## src/rtl/pri_encoder_hs_pkg.sv

```systemverilog
// Shared types and helpers for the pri_encoder_hs block.
//   state_t  : output FSM states (IDLE, PRESENT)
//   clog2_f  : ceil(log2(v)), used to size index ports
//   onehot   : 32-bit one-hot of an index, truncated by callers to N
package enc_pkg;

    typedef enum logic {
        IDLE    = 1'b0,
        PRESENT = 1'b1
    } state_t;

    function automatic int unsigned clog2_f(input int unsigned v);
        int unsigned r;
        r = 0;
        while ((32'd1 << r) < v) r++;
        return r;
    endfunction

    function automatic logic [31:0] onehot(input logic [31:0] idx);
        return 32'd1 << idx;
    endfunction

endpackage

```

## src/rtl/pri_encoder_hs_if.sv

```systemverilog
// Handshake/bus bundle between event sources, the encoder and its consumer.
//   e, req      : enable and request lines into the encoder
//   out_valid   : out_idx holds a valid index
//   out_idx     : presented index (MSB priority)
//   out_ready   : consumer accepts when out_valid && out_ready
//   pend_any    : requests still waiting behind the presented one
//   ovf         : one-cycle pulse, a request hit an already pending bit
// slave = encoder side, master = source/consumer side.
interface pri_encoder_hs_if
    import enc_pkg::*;
#(
    parameter int N = 8
);
    localparam int IDX_W = clog2_f(N);

    logic             e;
    logic [N-1:0]     req;
    logic             out_valid;
    logic [IDX_W-1:0] out_idx;
    logic             out_ready;
    logic             pend_any;
    logic             ovf;

    modport slave (
        input  e, req, out_ready,
        output out_valid, out_idx, pend_any, ovf
    );

    modport master (
        output e, req, out_ready,
        input  out_valid, out_idx, pend_any, ovf
    );
endinterface

```

## src/rtl/pri_enc_comb.sv

```systemverilog
// Pure combinational N -> log2(N) priority encoder, MSB has priority.
//   req : input lines
//   idx : index of highest set bit (0 when none set)
//   any : at least one bit set
module pri_enc_comb
    import enc_pkg::*;
#(
    parameter int N = 8
) (
    input  logic [N-1:0]          req,
    output logic [clog2_f(N)-1:0] idx,
    output logic                  any
);
    localparam int IDX_W = clog2_f(N);

    // Ascending scan: the last hit is the highest bit.
    always_comb begin
        idx = '0;
        any = 1'b0;
        for (int i = 0; i < N; i++) begin
            if (req[i]) begin
                idx = IDX_W'(i);
                any = 1'b1;
            end
        end
    end
endmodule

```

## src/rtl/pri_encoder_hs.sv

```systemverilog
// Registered priority encoder with valid/ready output handshake.
// Event lines are OR-accumulated into a sticky pending register; the highest
// pending index is moved into the output register and held until accepted.
//   clk, rst_n : clock, asynchronous active-low reset
//   bus        : pri_encoder_hs_if.slave (e, req, out_ready in;
//                out_valid, out_idx, pend_any, ovf out)
// No starvation guarantee: a steady high-index source can block lower ones.
module pri_encoder_hs
    import enc_pkg::*;
#(
    parameter int N = 8
) (
    input  logic             clk,
    input  logic             rst_n,
    pri_encoder_hs_if.slave  bus
);
    localparam int IDX_W = clog2_f(N);

    state_t           state_q;
    logic [N-1:0]     pend_q;
    logic             out_valid_q;
    logic [IDX_W-1:0] out_idx_q;
    logic             ovf_q;

    logic [IDX_W-1:0] sel;
    logic             sel_any;
    logic             load;
    logic [N-1:0]     cap;
    logic [N-1:0]     clr;
    logic [N-1:0]     pend_d;
    logic             ovf_d;

    pri_enc_comb #(.N(N)) u_sel (
        .req (pend_q),
        .idx (sel),
        .any (sel_any)
    );

    // A new index is taken whenever the output register is free or being
    // accepted this cycle; the same condition drives the FSM below.
    always_comb begin
        load   = sel_any && ((state_q == IDLE) || bus.out_ready);
        cap    = bus.e ? bus.req : '0;
        clr    = load ? N'(onehot(32'(sel))) : '0;
        // Capture after clear so a re-arriving event on the served bit is kept.
        pend_d = (pend_q & ~clr) | cap;
        ovf_d  = |(cap & pend_q & ~clr);
    end

    always_ff @(posedge clk or negedge rst_n) begin
        if (!rst_n) begin
            state_q     <= IDLE;
            pend_q      <= '0;
            out_valid_q <= 1'b0;
            out_idx_q   <= '0;
            ovf_q       <= 1'b0;
        end else begin
            pend_q <= pend_d;
            ovf_q  <= ovf_d;
            case (state_q)
                IDLE: begin
                    if (sel_any) begin
                        out_idx_q   <= sel;
                        out_valid_q <= 1'b1;
                        state_q     <= PRESENT;
                    end
                end
                PRESENT: begin
                    if (bus.out_ready) begin
                        if (sel_any) begin
                            out_idx_q <= sel;
                        end else begin
                            out_valid_q <= 1'b0;
                            state_q     <= IDLE;
                        end
                    end
                end
                default: begin
                    out_valid_q <= 1'b0;
                    state_q     <= IDLE;
                end
            endcase
        end
    end

    assign bus.out_valid = out_valid_q;
    assign bus.out_idx   = out_idx_q;
    assign bus.pend_any  = |pend_q;
    assign bus.ovf       = ovf_q;
endmodule

```

## src/flat_wrapper.sv

```systemverilog
// flat-port wrapper written by rule: the top's interface ports become plain ports
module pri_encoder_hs_flat import enc_pkg::*;
#(
    parameter int N = 8
)
  (clk, rst_n, bus_e, bus_req, bus_out_ready, bus_out_valid, bus_out_idx, bus_pend_any, bus_ovf);
  pri_encoder_hs_if #(.N(N)) bus_i ();
  input  logic clk;
  input  logic rst_n;
  input wire logic [$bits(bus_i.e)-1:0] bus_e;
  input wire logic [$bits(bus_i.req)-1:0] bus_req;
  input wire logic [$bits(bus_i.out_ready)-1:0] bus_out_ready;
  output wire logic [$bits(bus_i.out_valid)-1:0] bus_out_valid;
  output wire logic [$bits(bus_i.out_idx)-1:0] bus_out_idx;
  output wire logic [$bits(bus_i.pend_any)-1:0] bus_pend_any;
  output wire logic [$bits(bus_i.ovf)-1:0] bus_ovf;
  assign bus_i.e = bus_e;
  assign bus_i.req = bus_req;
  assign bus_i.out_ready = bus_out_ready;
  assign bus_out_valid = bus_i.out_valid;
  assign bus_out_idx = bus_i.out_idx;
  assign bus_pend_any = bus_i.pend_any;
  assign bus_ovf = bus_i.ovf;
  pri_encoder_hs #(.N(N)) u_core (.clk(clk), .rst_n(rst_n), .bus(bus_i));
endmodule
```

## config.mk

```make
export PLATFORM = sky130hd
export DESIGN_NAME = pri_encoder_hs_flat
export DESIGN_NICKNAME = d
export VERILOG_FILES = /design/src/rtl/pri_encoder_hs_pkg.sv /design/src/rtl/pri_encoder_hs_if.sv /design/src/rtl/pri_enc_comb.sv /design/src/rtl/pri_encoder_hs.sv /design/src/flat_wrapper.sv
export SDC_FILE = /design/constraint.sdc
export NUM_CORES = 1
export LEC_CHECK = 0
export BUFFER_PORTS_ARGS = -buffer_cell sky130_fd_sc_hd__buf_2
export CAP_MARGIN = 20
export CORE_MARGIN = 2
export CORE_UTILIZATION = 53
export CTS_CLUSTER_SIZE = 30
export DETAILED_ROUTE_END_ITERATION = 16
export HOLD_SLACK_MARGIN = 0.15
export PLACE_DENSITY = 0.79
export SLEW_MARGIN = 15
export SYNTH_ARGS = -nofsm -noshare
export SYNTH_HDL_FRONTEND = slang
export SYNTH_SLANG_ARGS = --single-unit
```

## constraint.sdc

```tcl
create_clock -name clk -period 4.9 [get_ports clk]
set_clock_uncertainty 0.15 [all_clocks]
set_input_delay 0.245 -clock clk [delete_from_list [all_inputs] [get_ports clk]]
set_output_delay 0.245 -clock clk [all_outputs]
set_load 0.005 [all_outputs]
```

==> results by group, run 1 <==
CTS
  • Worst skew pair latency: 290 ps
  • CTS tree: built
  • Post-CTS resize count: 0
  • Worst-case clock buffer depth: 2
  • # clock sinks: 14
  • Clk root buf: clkbuf_4
  • Htree depth: 1
  • TritonCTS Buffers: 3
  • Clock slew at reported path FFs: 90 ps

Critical path
  • Critical Path Sink Type: primary output
  • Crit path DAT: 1630 ps
  • CP startpoint kind: flop
  • Crit path required time: 4510 ps
  • Setup CP Type: reg2out
  • Crit-path max FO: 10

Synth
  • Synthesized flop and latch total: 14
  • Cell taking the most area after synthesis: dfrtp_1
  • Largest family of logic cells by synthesized area: simple AND/OR/NAND/NOR gates
  • Adder-cell share of the synthesized area: 0%
  • Multiplexer share of the synthesized area: 0%
  • Synth warn: 0
  • Mapped Area: 711 µm²
  • Syn Nets: 84
  • Sequential area share after synthesis: 49.3%
  • XOR/XNOR Fraction of Synth Area: 0%
  • Simple-Gate Fraction of Synth Area: 24.5%
  • Cells after synthesis: 72
  • Share of Yosys cell area claimed by the top area cell type: 49.3%
  • Synth unique cells: 28
  • Synth Area in Compound Gates: 23.6%
  • Synth top area cells: dfrtp_1 (49%), a22o_1 (6.2%), nand2_1 (4.8%)
  • Syn avg cell area: 9.87 µm²

Timing
  • Final Worst Setup Slack: 2870 ps
  • Hold violation count in the final report: 0
  • Period minus WS final: 2030 ps
  • Fmax: 0.493 GHz
  • Max-slew violations: 0
  • Fin crit share: 41.4%
  • Setup-failing EPs final: 0
  • Setup TNS: 0 ps
  • Hold Worst Slack: 158 ps
  • Unrepaired setup endpoints after global routing: false
  • Worst-Margin Slew: 560 ps
  • Relative slew slack: 62.4%

Global routing
  • Grt met1 use: 29.8%
  • Largest net degree at the start of global routing: 15
  • Vias in the first global route: 593
  • Global-route wire length before repair: 2530 µm
  • Initial antenna violation count: 0
  • Gr busiest metal: met2
  • Tot GR Track Use: 24.2%
  • Grt met3 use: 4.35%
  • GR Util met2: 38.1%
  • Grt ovf: 0

Outcome
  • Status: finished, final reports clean

Routing
  • Final wirelength: 1710 µm
  • First drt pass iteration count: 4
  • Via count: 683
  • Routed Antenna Nets: 0
  • Residual DRC count: 0
  • Iteration-0 DRC count of the detailed router: 20
  • Post-DR vias/cell: 5.84
  • Wire per inst: 14.6 µm

Floorplanning
  • Die ar.: 1650 µm²
  • IO Pins: 18
  • Starting Density: 56.0%
  • Rows: 13
  • Die X: 40.6 µm
  • Die height: 40.6 µm
  • Area of the core: 1270 µm²

Finish
  • Antenna cell count: 0
  • Final core occ: 75.1%
  • Area growth, synth to finish: 34.2%
  • # nets final: 115
  • Fraction of layout cells with a size suffix above 1: 24.5%

Place
  • HPWL after DPL: 1090 µm
  • Port Buf Inserts: 17
  • Routability Congestion: 0.857
  • DP Worst Slack: 3110 ps

Pwr
  • Maximum vdd drop: 0.000229 V
  • Static leakage: 0.393 nW
  • Pwr Density: 280 nW/µm²

Hold path
  • Worst min path class: in2reg

Flow run
  • Max Cap Viol: 0
==> metal layers <==
layer  share of wire [%]  vias to the layer above
met1                  44                      312
met3                 5.2                        6
met4                 2.5                        0
met2                  48                       31
li1                    -                      334
met5                   0                        -
==> stage by stage <==
stage,std cells,power [mW],instance area (µm²)
after global routing,117,0.277,953
final,117,0.267,953
after detailed placement,102,0.175,807
after floorplan,72,0.158,711
after global placement,102,0.175,807
after CTS,117,0.266,953
==> area by class of cell <==
cell class | count | area [µm²]
Sequential cell | 14 | 350
Multi-Input combinational cell | 53 | 342
Fill cell | 99 | 315
Timing Repair Buffer | 28 | 195
Clock buffer | 4 | 36.3
Tap cell | 15 | 18.8
Inverter | 3 | 11.3
==> worst paths after layout <==
kind,end,slack [ps],depth (start not counted),from
min in group asynchronous,u_core.pend_q[6],220,2,rst_n
hold reg to reg,u_core.bus.out_idx[1],340,1,u_core.bus.out_idx[1]
max in group asynchronous,u_core.bus.ovf,4150,2,rst_n
setup / recovery,bus_pend_any,2870,3,u_core.pend_q[7]
hold / removal,u_core.pend_q[4],160,3,bus_e
setup reg to reg,u_core.bus.ovf,3050,4,u_core.pend_q[7]
==> synth_stat cells <==
library cell and count:
dfrtp_1 14, nand2_1 9, nand3_1 6, a22o_1 5
o21ai_0 5, nor2_1 4, inv_1 3, a21oi_1 2
a31oi_1 2, nand2b_1 2, nand4_1 2, nand4b_1 2
a21oi_2 1, a311oi_1 1, a41oi_1 1, buf_1 1
clkbuf_1 1, nand2_2 1, nor2b_1 1, nor4_2 1
nor4_4 1, o2111ai_1 1, o211ai_1 1, o21a_1 1
o21bai_1 1, o311a_1 1, o311ai_0 1, or2_1 1
==> logic make-up (layout without fill, tap and decap cells) <==
logic type / Yosys count / count (layout)
and+or+nand+nor: 30 / 30
AOI/OAI and AO/OA: 23 / 23
DFF: 14 / 14
buffers and inverters: 5 / 35
==> critical path: stages (launching register included) <==
cell and delay, ps:
dfrtp_1 470, nor4_4 580, nand2_1 130, buf_2 160
==> power breakdown <==
part           internal (mW)  total (mW)  switching [mW]
logic                 0.0233      0.0448          0.0215
registers              0.125       0.136          0.0119
clock network         0.0453      0.0858          0.0405
==> sequential cells by signal, indices dropped and copies added, names as in the netlist <==
register / count
u_core.pend_q: 8
u_core.bus.ovf: 1
u_core.bus.out_idx: 3
u_core.state_q: 1
u_core.bus.out_valid: 1
==> cells in the final DEF, fill, tap and decap left out, drive strengths merged <==
cell         netlist  layout
nand4b             2       2
o311a              1       1
nor2               4       4
a22o               5       5
inv                3       3
buf                1      17
nor4               2       2
a31oi              2       2
nor2b              1       1
dlygate4sd3        0      11
nand3              6       6
o21ai              5       5
dfrtp             14      14
a41oi              1       1
o21a               1       1
or2                1       1
a21oi              3       3
nand2             10      10
nand4              2       2
o311ai             1       1
o211ai             1       1
clkbuf             1       4
o2111ai            1       1
a311oi             1       1
o21bai             1       1
nand2b             2       2
==> timing repair <==
action,CTS,global route
hold buffers,11,0
endpoints found under the hold margin,24,0
buffers inserted,0,0
Power figures use the tool's default switching activity.
==> run 2: changes to the inputs <==
Settings changed: ABC_AREA set to 1, CORE_UTILIZATION 53 to 46, PLACE_DENSITY 0.79 to 0.72.
Clock period 4.9 ns to 1.7 ns, I/O delays scaled along.
==> run 2 against run 1 <==
Worst setup slack worse by 2700 ps. Wire length is 0.35% higher. Register-to-register slack worse by 2900 ps. Sequential share of layout area is 4.5 points lower. Count of clock-buffer cells in the layout stayed put. Via count is 12% higher. Combinational power grew to 4.2 times the previous value. Synthesized area is 8.3% higher. Critical path type is now reg2reg.
==> results by group, run 2 <==
Finish
  • Max reg flops: 8 (unchanged)
  • Antenna cell count: 0 (unchanged)
  • Fraction of layout cells with a size suffix above 1: 24.5% (-0.049 points)
  • Post-route insts no fill: 155 (+32%)
  • Area growth, synth to finish: 41.1%
  • Most frequent cells in the layout: nand2_1 (38), dlygate4sd3_1 (18), buf_2 (17)
  • Finished Cell Area: 1090 µm² (+14%)
  • # nets final: 152 (+32%)
  • Top reg by flops: u_core.pend_q
  • Commonest non-fill, non-tap cell in the layout: nand2_1
  • Final core occ: 70.5% (-4.7 points)

CTS
  • # clock sinks: 14 (unchanged)
  • Clock slew at reported path FFs: 90 ps (about the same)
  • TritonCTS Buffers: 3 (unchanged)
  • Htree depth: 1 (unchanged)
  • Worst-case clock buffer depth: 2 (unchanged)
  • Post-CTS setup buffers: 0 (unchanged)
  • Post-CTS resize count: 0 (unchanged)
  • Clk root buf: clkbuf_4
  • Worst skew pair latency: 290 ps (about the same)
  • CTS tree: built

Critical path
  • CP startpoint kind: flop
  • Crit path required time: 1730 ps (-2780 ps)
  • Critical Path Sink Type: flop
  • Crit path DAT: 1600 ps (-30 ps)
  • Crit-path max FO: 6 (-4)
  • Setup CP Type: reg2reg

Floorplanning
  • Die height: 44.9 µm (+11%)
  • Die X: 44.9 µm (+11%)
  • IO Pins: 18 (unchanged)
  • Area of the core: 1540 µm² (+21%)
  • Rows: 14 (+1)
  • Starting Density: 49.9% (-6.1 points)
  • Die ar.: 2020 µm² (+22%)

Global routing
  • Gr busiest metal: met2
  • Grt met1 use: 26.7% (-3.1 points)
  • Global-route wire length before repair: 2880 µm (+14%)
  • Grt ovf: 0 (unchanged)
  • Tot GR Track Use: 20.5% (-3.7 points)
  • GR Util met2: 34.5% (-3.6 points)
  • Vias in the first global route: 694 (+17%)
  • Grt met3 use: 2.40% (-1.9 points)
  • Initial antenna violation count: 0 (unchanged)
  • Largest net degree at the start of global routing: 15 (unchanged)

Synth
  • XOR/XNOR Fraction of Synth Area: 0% (unchanged)
  • Simple-Gate Fraction of Synth Area: 39.3% (+15 points)
  • Synthesized flop and latch total: 14 (unchanged)
  • Most common cell in the synthesized netlist: nand2_1
  • Synth top area cells: dfrtp_1 (46%), nand2_1 (19%), inv_1 (4.9%)
  • Share of Yosys cell area claimed by the top area cell type: 45.5% (-3.8 points)
  • Syn Nets: 113 (+35%)
  • Syn avg cell area: 7.62 µm² (-23%)
  • Share of flip-flops with an asynchronous set or reset: 100% (unchanged)
  • Synth unique cells: 17 (-39%)
  • Synth Area in Compound Gates: 7.15% (-16 points)
  • Cells after synthesis: 101 (+40%)
  • Adder-cell share of the synthesized area: 0% (unchanged)
  • Largest family of logic cells by synthesized area: simple AND/OR/NAND/NOR gates
  • Multiplexer share of the synthesized area: 0% (unchanged)
  • Synth top cells by count: nand2_1 (38), dfrtp_1 (14), inv_1 (10)
  • Most used DFF post-synth: dfrtp_1
  • Synth warn: 0 (unchanged)
  • Post-synth EDFFs: 0 (unchanged)
  • Mapped Area: 769 µm² (+8.3%)
  • Cell taking the most area after synthesis: dfrtp_1
  • Sequential area share after synthesis: 45.5% (-3.8 points)

Timing
  • Hold Worst Slack: 347 ps (+190 ps)
  • Hold violation count in the final report: 0 (unchanged)
  • Max-slew violations: 0 (unchanged)
  • Final Worst Setup Slack: 129 ps (-2740 ps)
  • Fmax: 0.636 GHz
  • Relative slew slack: 57.6% (-4.8 points)
  • Worst-Margin Slew: 634 ps (+73.9 ps)
  • Period minus WS final: 1570 ps
  • Setup TNS: 0 ps (unchanged)
  • Fin crit share: 92.4%
  • Unrepaired setup endpoints after global routing: false
  • Setup-failing EPs final: 0 (unchanged)

Routing
  • First drt pass iteration count: 4 (unchanged)
  • Post-DR vias/cell: 4.92 (-16%)
  • Iteration-0 DRC count of the detailed router: 17 (-15%)
  • Routed Antenna Nets: 0 (unchanged)
  • Residual DRC count: 0 (unchanged)
  • Via count: 762 (+12%)
  • Wire per inst: 11.1 µm (-24%)
  • Final wirelength: 1720 µm (+0.35%)

Place
  • DP Worst Slack: 167 ps (-2940 ps)
  • Cell Area, Placed: 870 µm² (+7.8%)
  • Port Buf Inserts: 17 (unchanged)
  • HPWL after DPL: 1150 µm (+5.2%)
  • Routability Congestion: 0.795 (-7.2%)
  • Post-placement cell count: 133 (+30%)

Pwr
  • Pwr Density: 750 nW/µm² (+170%)
  • Maximum vdd drop: 0.000464 V (+100%)
  • Static leakage: 0.586 nW (+49%)
  • Total power: 0.814 mW (+210%)

Hold path
  • Worst min path class: reg2reg

Flow run
  • Max Cap Viol: 0 (unchanged)

Outcome
  • Status: finished, final reports clean
## run 2: cell types whose count changed after synthesis, moves of 2 or more
cell	change
nand2_1	+29
inv_1	+7
inv_2	+5
nor2_1	+4
a22o_1	-3
a21oi_1	-2
nand2_4	+2
nand2b_1	-2
nand3_2	+2
nand4_1	+2
nand4b_1	-2
nor2_2	+2
o21ai_0	-2
## run 2: critical path: stages, from the launching register on
cell	delay [ps]
dfrtp_1	400
inv_2	120
nand2_4	80
nor2_8	110
nand3_2	90
inv_2	80
nand3_1	120
nand3_1	90
nand2_1	50
nor2_1	110
nand2_1	60
## run 2: timing repair
action / 4_1_cts / 5_1_grt
endpoints found under the hold margin: 25 / 0
hold buffers: 18 / 0
endpoints found under the setup margin: 0 / 0
## run 2: final cells by class
| type | count | area [µm²] |
|---|---|---|
| Multi-Input combinational cell | 71 | 358 |
| Tap cell | 16 | 20.0 |
| Sequential cell | 14 | 350 |
| Clock buffer | 4 | 36.3 |
| Inverter | 15 | 56.3 |
| Fill cell | 121 | 455 |
| Timing Repair Buffer | 35 | 265 |
## run 2: per-layer routing
metal | share of wire [%] | routed length, µm
met2 | 47 | 816
met5 | 0 | 0
met4 | 2.0 | 35
met3 | 4.4 | 76
met1 | 46 | 790
## run 2: logic make-up (layout without fill, tap and decap cells)
| group | count (synthesis) | in the layout |
|---|---|---|
| AOI/OAI and AO/OA | 8 | 8 |
| DFF | 14 | 14 |
| and+or+nand+nor | 63 | 63 |
| buffers and inverters | 16 | 54 |
## run 2: worst paths after layout
check | cells past startpoint | endpoint | start | slack [ps]
max in group asynchronous | 3 | u_core.pend_q[1] | rst_n | 260
min in group asynchronous | 3 | u_core.bus.out_idx[1] | rst_n | 730
hold / removal | 2 | u_core.pend_q[4] | u_core.pend_q[4] | 350
setup reg to reg | 10 | u_core.bus.ovf | u_core.pend_q[7] | 130
hold reg to reg | 2 | u_core.pend_q[4] | u_core.pend_q[4] | 350
setup / recovery | 10 | u_core.bus.ovf | u_core.pend_q[7] | 130
## run 2: power by group
group | switching, mW | total [mW] | internal, mW
Sequential | 0.0190 | 0.379 | 0.361
Combinational | 0.102 | 0.188 | 0.0858
Clock | 0.117 | 0.247 | 0.131
Total | 0.238 | 0.814 | 0.577
